[config.mk]
export PLATFORM = sky130hd
export DESIGN_NAME = aes_round_ctrl
export DESIGN_NICKNAME = d
export VERILOG_FILES = /design/src/rtl/aes_round_ctrl.sv
export SDC_FILE = /design/constraint.sdc
export NUM_CORES = 1
export LEC_CHECK = 0
export ABC_AREA = 1
export BUFFER_PORTS_ARGS = -buffer_cell sky130_fd_sc_hd__buf_4
export CAP_MARGIN = 15
export CORE_AREA = 4 4 49 51
export CTS_CLUSTER_DIAMETER = 30
export DETAILED_ROUTE_END_ITERATION = 10
export DIE_AREA = 0 0 53 55
export GPL_TIMING_DRIVEN = 0
export PLACE_DENSITY = 0.66
export REMOVE_ABC_BUFFERS = 1
export SLEW_MARGIN = 10
export SYNTH_ARGS = -nofsm -noshare
export SYNTH_HDL_FRONTEND = slang
export SYNTH_SLANG_ARGS = --single-unit
[constraint.sdc]
create_clock -name clk -period 2.44 [get_ports clk]
set_input_delay 0.244 -clock clk [delete_from_list [all_inputs] [get_ports clk]]
set_output_delay 0.244 -clock clk [all_outputs]
set_load 0.005 [all_outputs]
[src/rtl/aes_round_ctrl.sv]
// AES-128/192/256 round sequencer (encrypt/decrypt order, multi-cycle SubBytes).
// Optional AES_CTRL_STALL_EN adds a dp_ready input that freezes the sequence while low.
module aes_round_ctrl #(
  parameter int unsigned CNT_W      = 4,
  parameter int unsigned SUB_CYCLES = 1
) (
  input  logic             clk,
  input  logic             reset,
  input  logic             start,
  input  logic [1:0]       key_len,
  input  logic             decrypt,
`ifdef AES_CTRL_STALL_EN
  input  logic             dp_ready,
`endif
  output logic [1:0]       sel,
  output logic             add_round_en,
  output logic             sub_en,
  output logic             shift_en,
  output logic             mix_en,
  output logic             expand_key_en,
  output logic [CNT_W-1:0] round,
  output logic             busy,
  output logic             done,
  output logic             err
);

  localparam int unsigned SubW = $clog2(SUB_CYCLES + 1);

  typedef enum logic [2:0] {
    StIdle,
    StAdd,
    StSub,
    StShift,
    StMix,
    StFinish
  } state_e;

  state_e           state_q, state_d;
  logic [CNT_W-1:0] round_q, round_d;
  logic [CNT_W-1:0] nr_q, nr_d;
  logic             dec_q, dec_d;
  logic [SubW-1:0]  sub_cnt_q, sub_cnt_d;
  logic [1:0]       sel_q, sel_d;
  logic             err_q, err_d;
  logic [1:0]       sel_add;
  logic             sub_last;
  logic             ready;

`ifdef AES_CTRL_STALL_EN
  assign ready = dp_ready;
`else
  assign ready = 1'b1;
`endif

  assign sub_last = (sub_cnt_q == SubW'(SUB_CYCLES - 1));

  always_comb begin
    sel_add = 2'b10;
    if (round_q == '0) begin
      sel_add = 2'b01;
    end else if (round_q == nr_q) begin
      sel_add = 2'b11;
    end
  end

  always_comb begin
    state_d   = state_q;
    round_d   = round_q;
    nr_d      = nr_q;
    dec_d     = dec_q;
    sub_cnt_d = sub_cnt_q;
    sel_d     = sel_q;
    err_d     = 1'b0;
    unique case (state_q)
      StIdle, StFinish: begin
        state_d = StIdle;
        if (start) begin
          if (key_len == 2'b11) begin
            err_d = 1'b1;
          end else begin
            state_d = StAdd;
            round_d = '0;
            dec_d   = decrypt;
            case (key_len)
              2'b00:   nr_d = CNT_W'(10);
              2'b01:   nr_d = CNT_W'(12);
              default: nr_d = CNT_W'(14);
            endcase
          end
        end
      end
      StAdd: begin
        if (ready) begin
          sel_d = sel_add;
          if (round_q == nr_q) begin
            state_d = StFinish;
          end else begin
            round_d = round_q + CNT_W'(1);
            if (!dec_q) begin
              state_d   = StSub;
              sub_cnt_d = '0;
            end else if (round_q == '0) begin
              state_d = StShift;
            end else begin
              // Decrypt: InvMixColumns follows AddRoundKey within the round.
              state_d = StMix;
            end
          end
        end
      end
      StSub: begin
        if (ready) begin
          if (sub_last) begin
            sub_cnt_d = '0;
            state_d   = dec_q ? StAdd : StShift;
          end else begin
            sub_cnt_d = sub_cnt_q + SubW'(1);
          end
        end
      end
      StShift: begin
        if (ready) begin
          if (dec_q) begin
            state_d   = StSub;
            sub_cnt_d = '0;
          end else if (round_q == nr_q) begin
            state_d = StAdd;
          end else begin
            state_d = StMix;
          end
        end
      end
      StMix: begin
        if (ready) begin
          state_d = dec_q ? StShift : StAdd;
        end
      end
      default: state_d = StIdle;
    endcase
  end

  always_ff @(posedge clk or negedge reset) begin
    if (!reset) begin
      state_q   <= StIdle;
      round_q   <= '0;
      nr_q      <= CNT_W'(10);
      dec_q     <= 1'b0;
      sub_cnt_q <= '0;
      sel_q     <= 2'b01;
      err_q     <= 1'b0;
    end else begin
      state_q   <= state_d;
      round_q   <= round_d;
      nr_q      <= nr_d;
      dec_q     <= dec_d;
      sub_cnt_q <= sub_cnt_d;
      sel_q     <= sel_d;
      err_q     <= err_d;
    end
  end

  // sel tracks the round in ADD and otherwise holds the key chosen by the last ADD.
  assign sel           = (state_q == StAdd) ? sel_add : sel_q;
  assign add_round_en  = (state_q == StAdd) && ready;
  assign sub_en        = (state_q == StSub) && ready;
  assign shift_en      = (state_q == StShift) && ready;
  assign mix_en        = (state_q == StMix) && ready;
  assign expand_key_en = sub_en && (sub_cnt_q == '0);
  assign round         = round_q;
  assign busy          = (state_q != StIdle);
  assign done          = (state_q == StFinish);
  assign err           = err_q;

endmodule
---- Word-level counts from Yosys, hierarchy flattened ----
Index checks and enable logic that the tools add are counted.
word-level totals
  logic and storage cells ................. 63
  flip-flop bits (word level) ............. 16
  output and inout bits ................... 14
  input bits .............................. 6
operators by class
  eq/ne operators ......................... 14
  muxes and demuxes ....................... 27
  bitwise logic cells ..................... 2
  reductions and logical operators ........ 11
  add/sub/neg operators ................... 2
operators by type and width
  cell                                                                     number
  3-bit two-way mux                                                        6
  3-bit one-hot mux with 5 select lines                                    1
  4-bit two-way mux                                                        3
  1-bit two-way mux                                                        10
  2-bit inequality test, second input constant                             5
  2-bit two-way mux                                                        4
  4-bit one-hot mux with 2 select lines                                    1
  4-bit AND reduction                                                      2
  3-bit by 2-bit == test with 1-bit output, second input constant          2
  3-bit == test, second input constant                                     2
  3-bit one-hot mux with 2 select lines                                    1
  3-bit nonzero test                                                       2
  4-bit by 1-bit adder with 4-bit output, second input constant            1
  4-bit == test                                                            1
  4-bit logical NOT                                                        1
  3-bit by 1-bit == test with 1-bit output, second input constant          1
  3-bit logical NOT                                                        1
  1-bit one-hot mux with 3 select lines                                    1
  3-bit AND reduction                                                      1
  2-bit by 1-bit == test with 1-bit output, second input constant          1
  2-bit == test, second input constant                                     1
  2-bit logical NOT                                                        1
  2-bit by 1-bit inequality test with 1-bit output, second input constant  1
  1-bit inverter                                                           2
  other kinds (4)                                                          4

---- Logic depth before layout (Yosys ltp) ----
Gate-level depths: netlist of the first run.
  depth after elaboration ................. 5
  mapped depth ............................ 8

---- Worst setup path after synthesis of the first run ----
OpenSTA, ideal clock, no wires.
  path kind ............................... register to output
  start point ............................. register round_q[0] (netlist: round[0])
  end point ............................... output sel[0]
  stages on the path, launching flop included .. 7
  arrival ................................. 1052 ps
  setup slack ............................. 1144 ps
  buffers on the path ..................... 0
  required time ........................... 2196 ps
  path through ............................ dfrtp_1 inv_1 ha_1 nand3_1 nand2_1 nor2_1 a21oi_1
on the way
  cells in the longest elaborated chain, start to end .. 4
RTL lines
  what                    RTL line  text
  from (decl)             39        logic [CNT_W-1:0] round_q, round_d;
  from (signal assigned)  153       round_q <= round_d;
  4-bit == test           61        end else if (round_q == nr_q) begin
  1-bit two-way mux       61
  2-bit two-way mux (*)   59        if (round_q == '0) begin
  2-bit two-way mux (*)   --
  to (decl)               15        output logic [1:0] sel,
Mark *: on every way between the ends. The rest lies on a longest branch, timed or not.

---- Worst setup path after layout of the first run ----
  start point ............................. register round_q[2] (netlist: round[2])
  end point ............................... output sel[0]
The elaborated chain is that of the path after synthesis.

==> metrics, run 1 <==
Worst EP required 2.20 ns; Fmax achieved 528 MHz; DPL Wire Length 1.29 mm; IO Port Bufs 19; area leader, netlist dfrtp_1; Yosys warnings 0; min Tclk post-route 1.89 ns; Hold WC Path Type input port to register; Die H 55 µm; Num CTS Buffers 3; post-CTS sizing 0; Startpoint Class register; core area 1940 µm²; Layout Skew 0.00570 ns; Inserted Diodes 0; max_cap viols 0; Starting Density 39.5%; reg2reg start round[2]$_DFFE_PN0P_; via count 740; FILL cells 204; Seq/Total Area, Yosys 42.7%; clock buffer depth 2; Synth Flop Type dfrtp_1; Clock Sink Count 13; worst hold slack 0.133 ns; Pwr per Cell Area 377 nW/µm²; clk slew on worst S/H paths 0.08 ns; RD Place Congestion 0.808; Max Slew Vio Count 0; Post-synth EDFFs 0; Crit Path Category register to primary output; Ports 20; Root Buffer clkbuf_4; die width 53 µm; synth top area cells dfrtp_1 (36%), nand2_1 (15%), nand3_1 (8.5%); Final Worst Setup Slack 0.545 ns; relative slew slack 74.0%; Lkg Pwr 0.547 nW; Final Util 50.1%; final hold violations 0; Synth top area share 35.9%; pre-CTS setup slack 0.878 ns; hold_sp key_len[0]; clock latency on the worst-skew pair 0.28 ns; final wirelength 1.65 mm; initial antenna violation count 0; # H-tree levels 1; CTS tree yes; RSZ-0062 raised after global routing false; WHS Path Cells 2; Final period util 77.7%; Netlist cell types 19; DIE AREA 2920 µm²; post-synthesis instance area 767 µm²; Seq cells post-synth 13; Synth top cells by count nand2_1 (30), inv_1 (17), nand3_1 (13); # DRC 0; worst-margin pin slew 0.387 ns; Avg Inst Size Synth 7.10 µm²; Vias/cell 4.68; setup TNS 0 ns; All-Layer GR Usage 13.9%; largest net degree at the start of global routing 14; vias in the first global route 755; first-pass GRT wire length 2.96 mm; most common cell in the netlist nand2_1; Cells after Synth 108; NumNets Final 140; worst r2r dst round[0]$_DFFE_PN0P_; drt first pass iters 4; Post-Place Cell Area 936 µm²; num rows 16; status finished, final reports clean; worst reg2reg path depth 7; GRT overflow 0; CP endpoint kind primary output; Peak VDD IR 252 µV; Iteration-0 DRC Markers 13; crit path DAT 1.65 ns; post-route ant nets 0; layout cells sized above 1 22.9%; fraction of registers with async set/reset 100%; WL/cell 10.4 µm; Area growth syn-to-layout 26.8%; crit-path max FO 8; flop2flop setup slack 1.11 ns; Finished Cell Area 972 µm²; Final setup viols 0; hold endpoint nr_q[1]$_DFFE_PN1N_
[layout by cell type (no fill, tap or decap)]
cell type,Yosys,routed
nand2_4,1,1
nand2_2,1,1
o21ai_1,2,2
nor3_1,2,2
or2_0,1,1
inv_1,17,17
o21ai_0,4,4
clkbuf_4,0,3
dfrtp_1,11,11
nand3_1,13,13
clkbuf_1,0,1
ha_1,2,2
dlygate4sd3_1,0,1
nand2_1,30,30
dfstp_2,2,2
inv_2,2,2
nand4_1,2,2
o21bai_2,1,1
nor2_1,12,12
a21oi_1,3,3
nand3_2,1,1
buf_4,1,19
[worst max path at each step]
stage                        end  slack [ns]  depth (start not counted)                  from
after floorplan           sel[0]        1.14                          6  round[0]$_DFFE_PN0P_
after global placement    sel[0]        0.93                          7  round[1]$_DFFE_PN0P_
after detailed placement  sel[0]        0.88                          7  round[2]$_DFFE_PN0P_
after CTS                 sel[0]        0.56                          7  round[1]$_DFFE_PN0P_
after global routing      sel[0]        0.39                          7  round[1]$_DFFE_PN0P_
final                     sel[0]        0.55                          7  round[2]$_DFFE_PN0P_
[flip-flops by register name (all words and copies together), names as in the netlist]
signal,flops
dec_q,1
state_q,3
nr_q,2
round,4
err,1
sel_q,2
[routing by layer]
layer  wire length, µm  track usage [%]  vias to the layer above
met3                61             2.68                        4
met4                38             9.36                        0
met2               774             24.0                       15
li1                  -                -                      383
met5                 0                0                        -
met1               774             15.8                      338
[repair_timing]
action,4_1_cts,5_1_grt
endpoints found under the hold margin,11,0
hold buffers,1,0
buffers inserted,0,0
[layout make-up]
class	instances	area (µm²)	share of cell area [%]
Sequential cell	13	328	33.7
Clock buffer	4	26.3	2.70
Timing Repair Buffer	20	153	15.7
Inverter	19	71.3	7.34
Multi-Input combinational cell	75	360	37.1
Tap cell	27	33.8	3.47
[kinds of logic after synthesis]
kind of cell,synth area share [%]
AND/OR/NAND/NOR,36.4
buffers and inverters,10.3
flip-flops,42.7
AO/OA/AOI/OAI,7.34
adder cells (fa/ha/maj),3.26
[through the flow]
step                      power [mW]  instances
after global routing           0.382        158
after detailed placement       0.234        153
after floorplan                0.222        107
after global placement         0.234        153
after CTS                      0.370        158
final                          0.366        158
[worst max-delay path: stages, from the launching register on]
cell	delay, ns
dfrtp_1	0.51
inv_2	0.07
nand2_1	0.08
nand3_1	0.12
nor2_1	0.23
nor2_1	0.07
a21oi_1	0.16
buf_4	0.14
[power breakdown]
part | leakage (nW) | switching [mW] | internal (mW)
logic | 0.383 | 0.00801 | 0.00701
clock network | 0.0150 | 0.0724 | 0.0635
registers | 0.149 | 0 | 0.215
total | 0.547 | 0.0804 | 0.286
Power figures use the tool's default switching activity.
==> run 2, diff against run 1 <==
==> constraint.sdc (replaced) <==
create_clock -name clk -period 1.94 [get_ports clk]
set_input_delay 0.194 -clock clk [delete_from_list [all_inputs] [get_ports clk]]
set_output_delay 0.194 -clock clk [all_outputs]
set_load 0.005 [all_outputs]
==> metrics, run 2 (synthesis results as in run 1) <==
FILL cells 205 (+0.49%); post-route ant nets 0 (unchanged); Final setup viols 0 (unchanged); setup repair bufs after CTS 0 (unchanged); first-pass GRT wire length 2.96 mm (unchanged); Die H 55 µm (unchanged); Pwr per Cell Area 473 nW/µm² (+26%); Crit Path Category register to primary output; WHS Path Cells 2 (unchanged); status finished, final reports clean; CP max stage delay 0.51 ns (about the same); commonest non-fill, non-tap cell in the layout nand2_1; flop2flop setup slack 0.68 ns (-0.43 ns); # H-tree levels 1 (unchanged); Post-Place Cells 153 (unchanged); drt first pass iters 6 (+2); max reg flops 4 (unchanged); Root Buffer clkbuf_4; Inserted Diodes 0 (unchanged); die width 53 µm (unchanged); Peak VDD IR 318 µV (+26%); DPL Wire Length 1.29 mm (unchanged); Clock Sink Count 13 (unchanged); Worst path slowest cell dfrtp_1; non-filler cells, final 158 (unchanged); NumNets Final 140 (unchanged); via count 741 (+0.14%); clock buffer depth 2 (unchanged); All-Layer GR Usage 13.9% (unchanged); crit path DAT 1.58 ns (-0.07 ns); CTS tree yes; CP endpoint kind primary output; hold_sp key_len[0]; Post-Place Cell Area 936 µm² (unchanged); Hold WC Path Type input port to register; GRT overflow 0 (unchanged); Iteration-0 DRC Markers 13 (unchanged); worst reg2reg path depth 6 (-1); Lkg Pwr 0.546 nW (-0.28%); max_cap viols 0 (unchanged); worst hold slack 0.0825 ns (-0.0505 ns); layout cells sized above 1 24.4% (+1.5 points); DIE AREA 2920 µm² (unchanged); RSZ-0062 raised after global routing false; WL/cell 10.4 µm (unchanged); Vias/cell 4.69 (+0.14%); min Tclk post-route 1.78 ns; final wirelength 1.65 mm (unchanged); final hold violations 0 (unchanged); crit path cell chain inv_2 > nand2_1 > nand3_1 > nor2_2 > nor2_1 > a21oi_1 > buf_4; Fmax achieved 563 MHz; Finished Cell Area 975 µm² (+0.26%); footprint of the multi-input gates 363 µm² (+0.69%); Area growth syn-to-layout 27.1%; worst-margin pin slew 0.396 ns (+0.00955 ns); most frequent cells in the layout nand2_1 (30), buf_4 (19), inv_1 (16); # DRC 0 (unchanged); Startpoint Class register; Reg area 328 µm² (unchanged); worst path buffer plus inverter count 2 (unchanged); IO Port Bufs 19 (unchanged); clk slew on worst S/H paths 0.08 ns (about the same); Max Slew Vio Count 0 (unchanged); clock latency on the worst-skew pair 0.28 ns (about the same); reg2reg start round[1]$_DFFE_PN0P_; Num CTS Buffers 3 (unchanged); Setup crit start round[2]$_DFFE_PN0P_; Starting Density 39.5% (unchanged); num rows 16 (unchanged); Layout Skew 0.00617 ns (+0.000474 ns); Ports 20 (unchanged); vias in the first global route 755 (unchanged); setup TNS 0 ns (unchanged); Worst EP required 1.75 ns (-0.45 ns); worst r2r dst state_q[0]$_DFF_PN0_; crit-path max FO 8 (unchanged); initial antenna violation count 0 (unchanged); core area 1940 µm² (unchanged); largest net degree at the start of global routing 14 (unchanged); RD Place Congestion 0.808 (unchanged); Final period util 91.6%; top cell family by delay on the critical path flip-flops; relative slew slack 73.4% (-0.64 points); hold endpoint nr_q[1]$_DFFE_PN1N_
-- run 2: cell count changes in the layout (fill, tap and decap cells not counted) --
cell,delta
inv_1,-1
inv_2,+1
nor2_1,-1
nor2_2,+1
-- run 2: cell type report --
type	instances	share of cell area, %
tap	27	3.47
inverter	19	7.32
sequential	13	33.6
multi-input combinational	75	37.2
timing repair buffer	20	15.7
clock buffer	4	2.70
-- run 2: routing by layer --
layer,vias to the layer above,global-route usage (%),part of all wire [%]
li1,386,-,-
met1,334,15.8,48
met2,17,24.0,46
met3,4,2.68,3.9
met4,0,9.36,2.3
met5,-,0,0
-- run 2: how the worst max path moves through the flow --
stage | slack, ns | cells past startpoint | end
2_1_floorplan | 0.69 | 6 | sel[0]
3_3_place_gp | 0.48 | 7 | sel[0]
3_5_place_dp | 0.43 | 7 | sel[0]
4_1_cts | 0.11 | 7 | sel[0]
5_1_grt | 0.0006 | 7 | sel[0]
6_report | 0.16 | 7 | sel[0]
-- run 2: through the flow --
step                util, %  power, mW  setup slack (ns)
floorplan                 -      0.280             0.694
global placement       48.2      0.294             0.483
detailed placement     48.2      0.294             0.428
CTS                    50.1      0.466             0.111
global route           50.2      0.481          0.000616
finish                 50.2      0.461             0.162
-- run 2: worst reg2reg max path, delay by kind of cell (launching register included) --
kind / cells / cell delay (ns)
AO/OA/AOI/OAI: 1 / 0.16
adder cells (fa/ha/maj): 1 / 0.18
buffers and inverters: 1 / 0.10
flip-flops: 1 / 0.46
AND/OR/NAND/NOR: 3 / 0.25
-- run 2: timing repair --
action                     CTS  global route
hold buffers                 1             0
hold endpoints to repair    13             0
resized for setup            0             2
setup endpoints to repair    0             1
-- run 2: report_power, final --
group	switching, mW	total [mW]	leakage, nW	internal [mW]
logic	0.0101	0.0189	0.382	0.00882
registers	0	0.271	0.149	0.271
clock network	0.0913	0.171	0.0150	0.0798
total	0.101	0.461	0.546	0.360
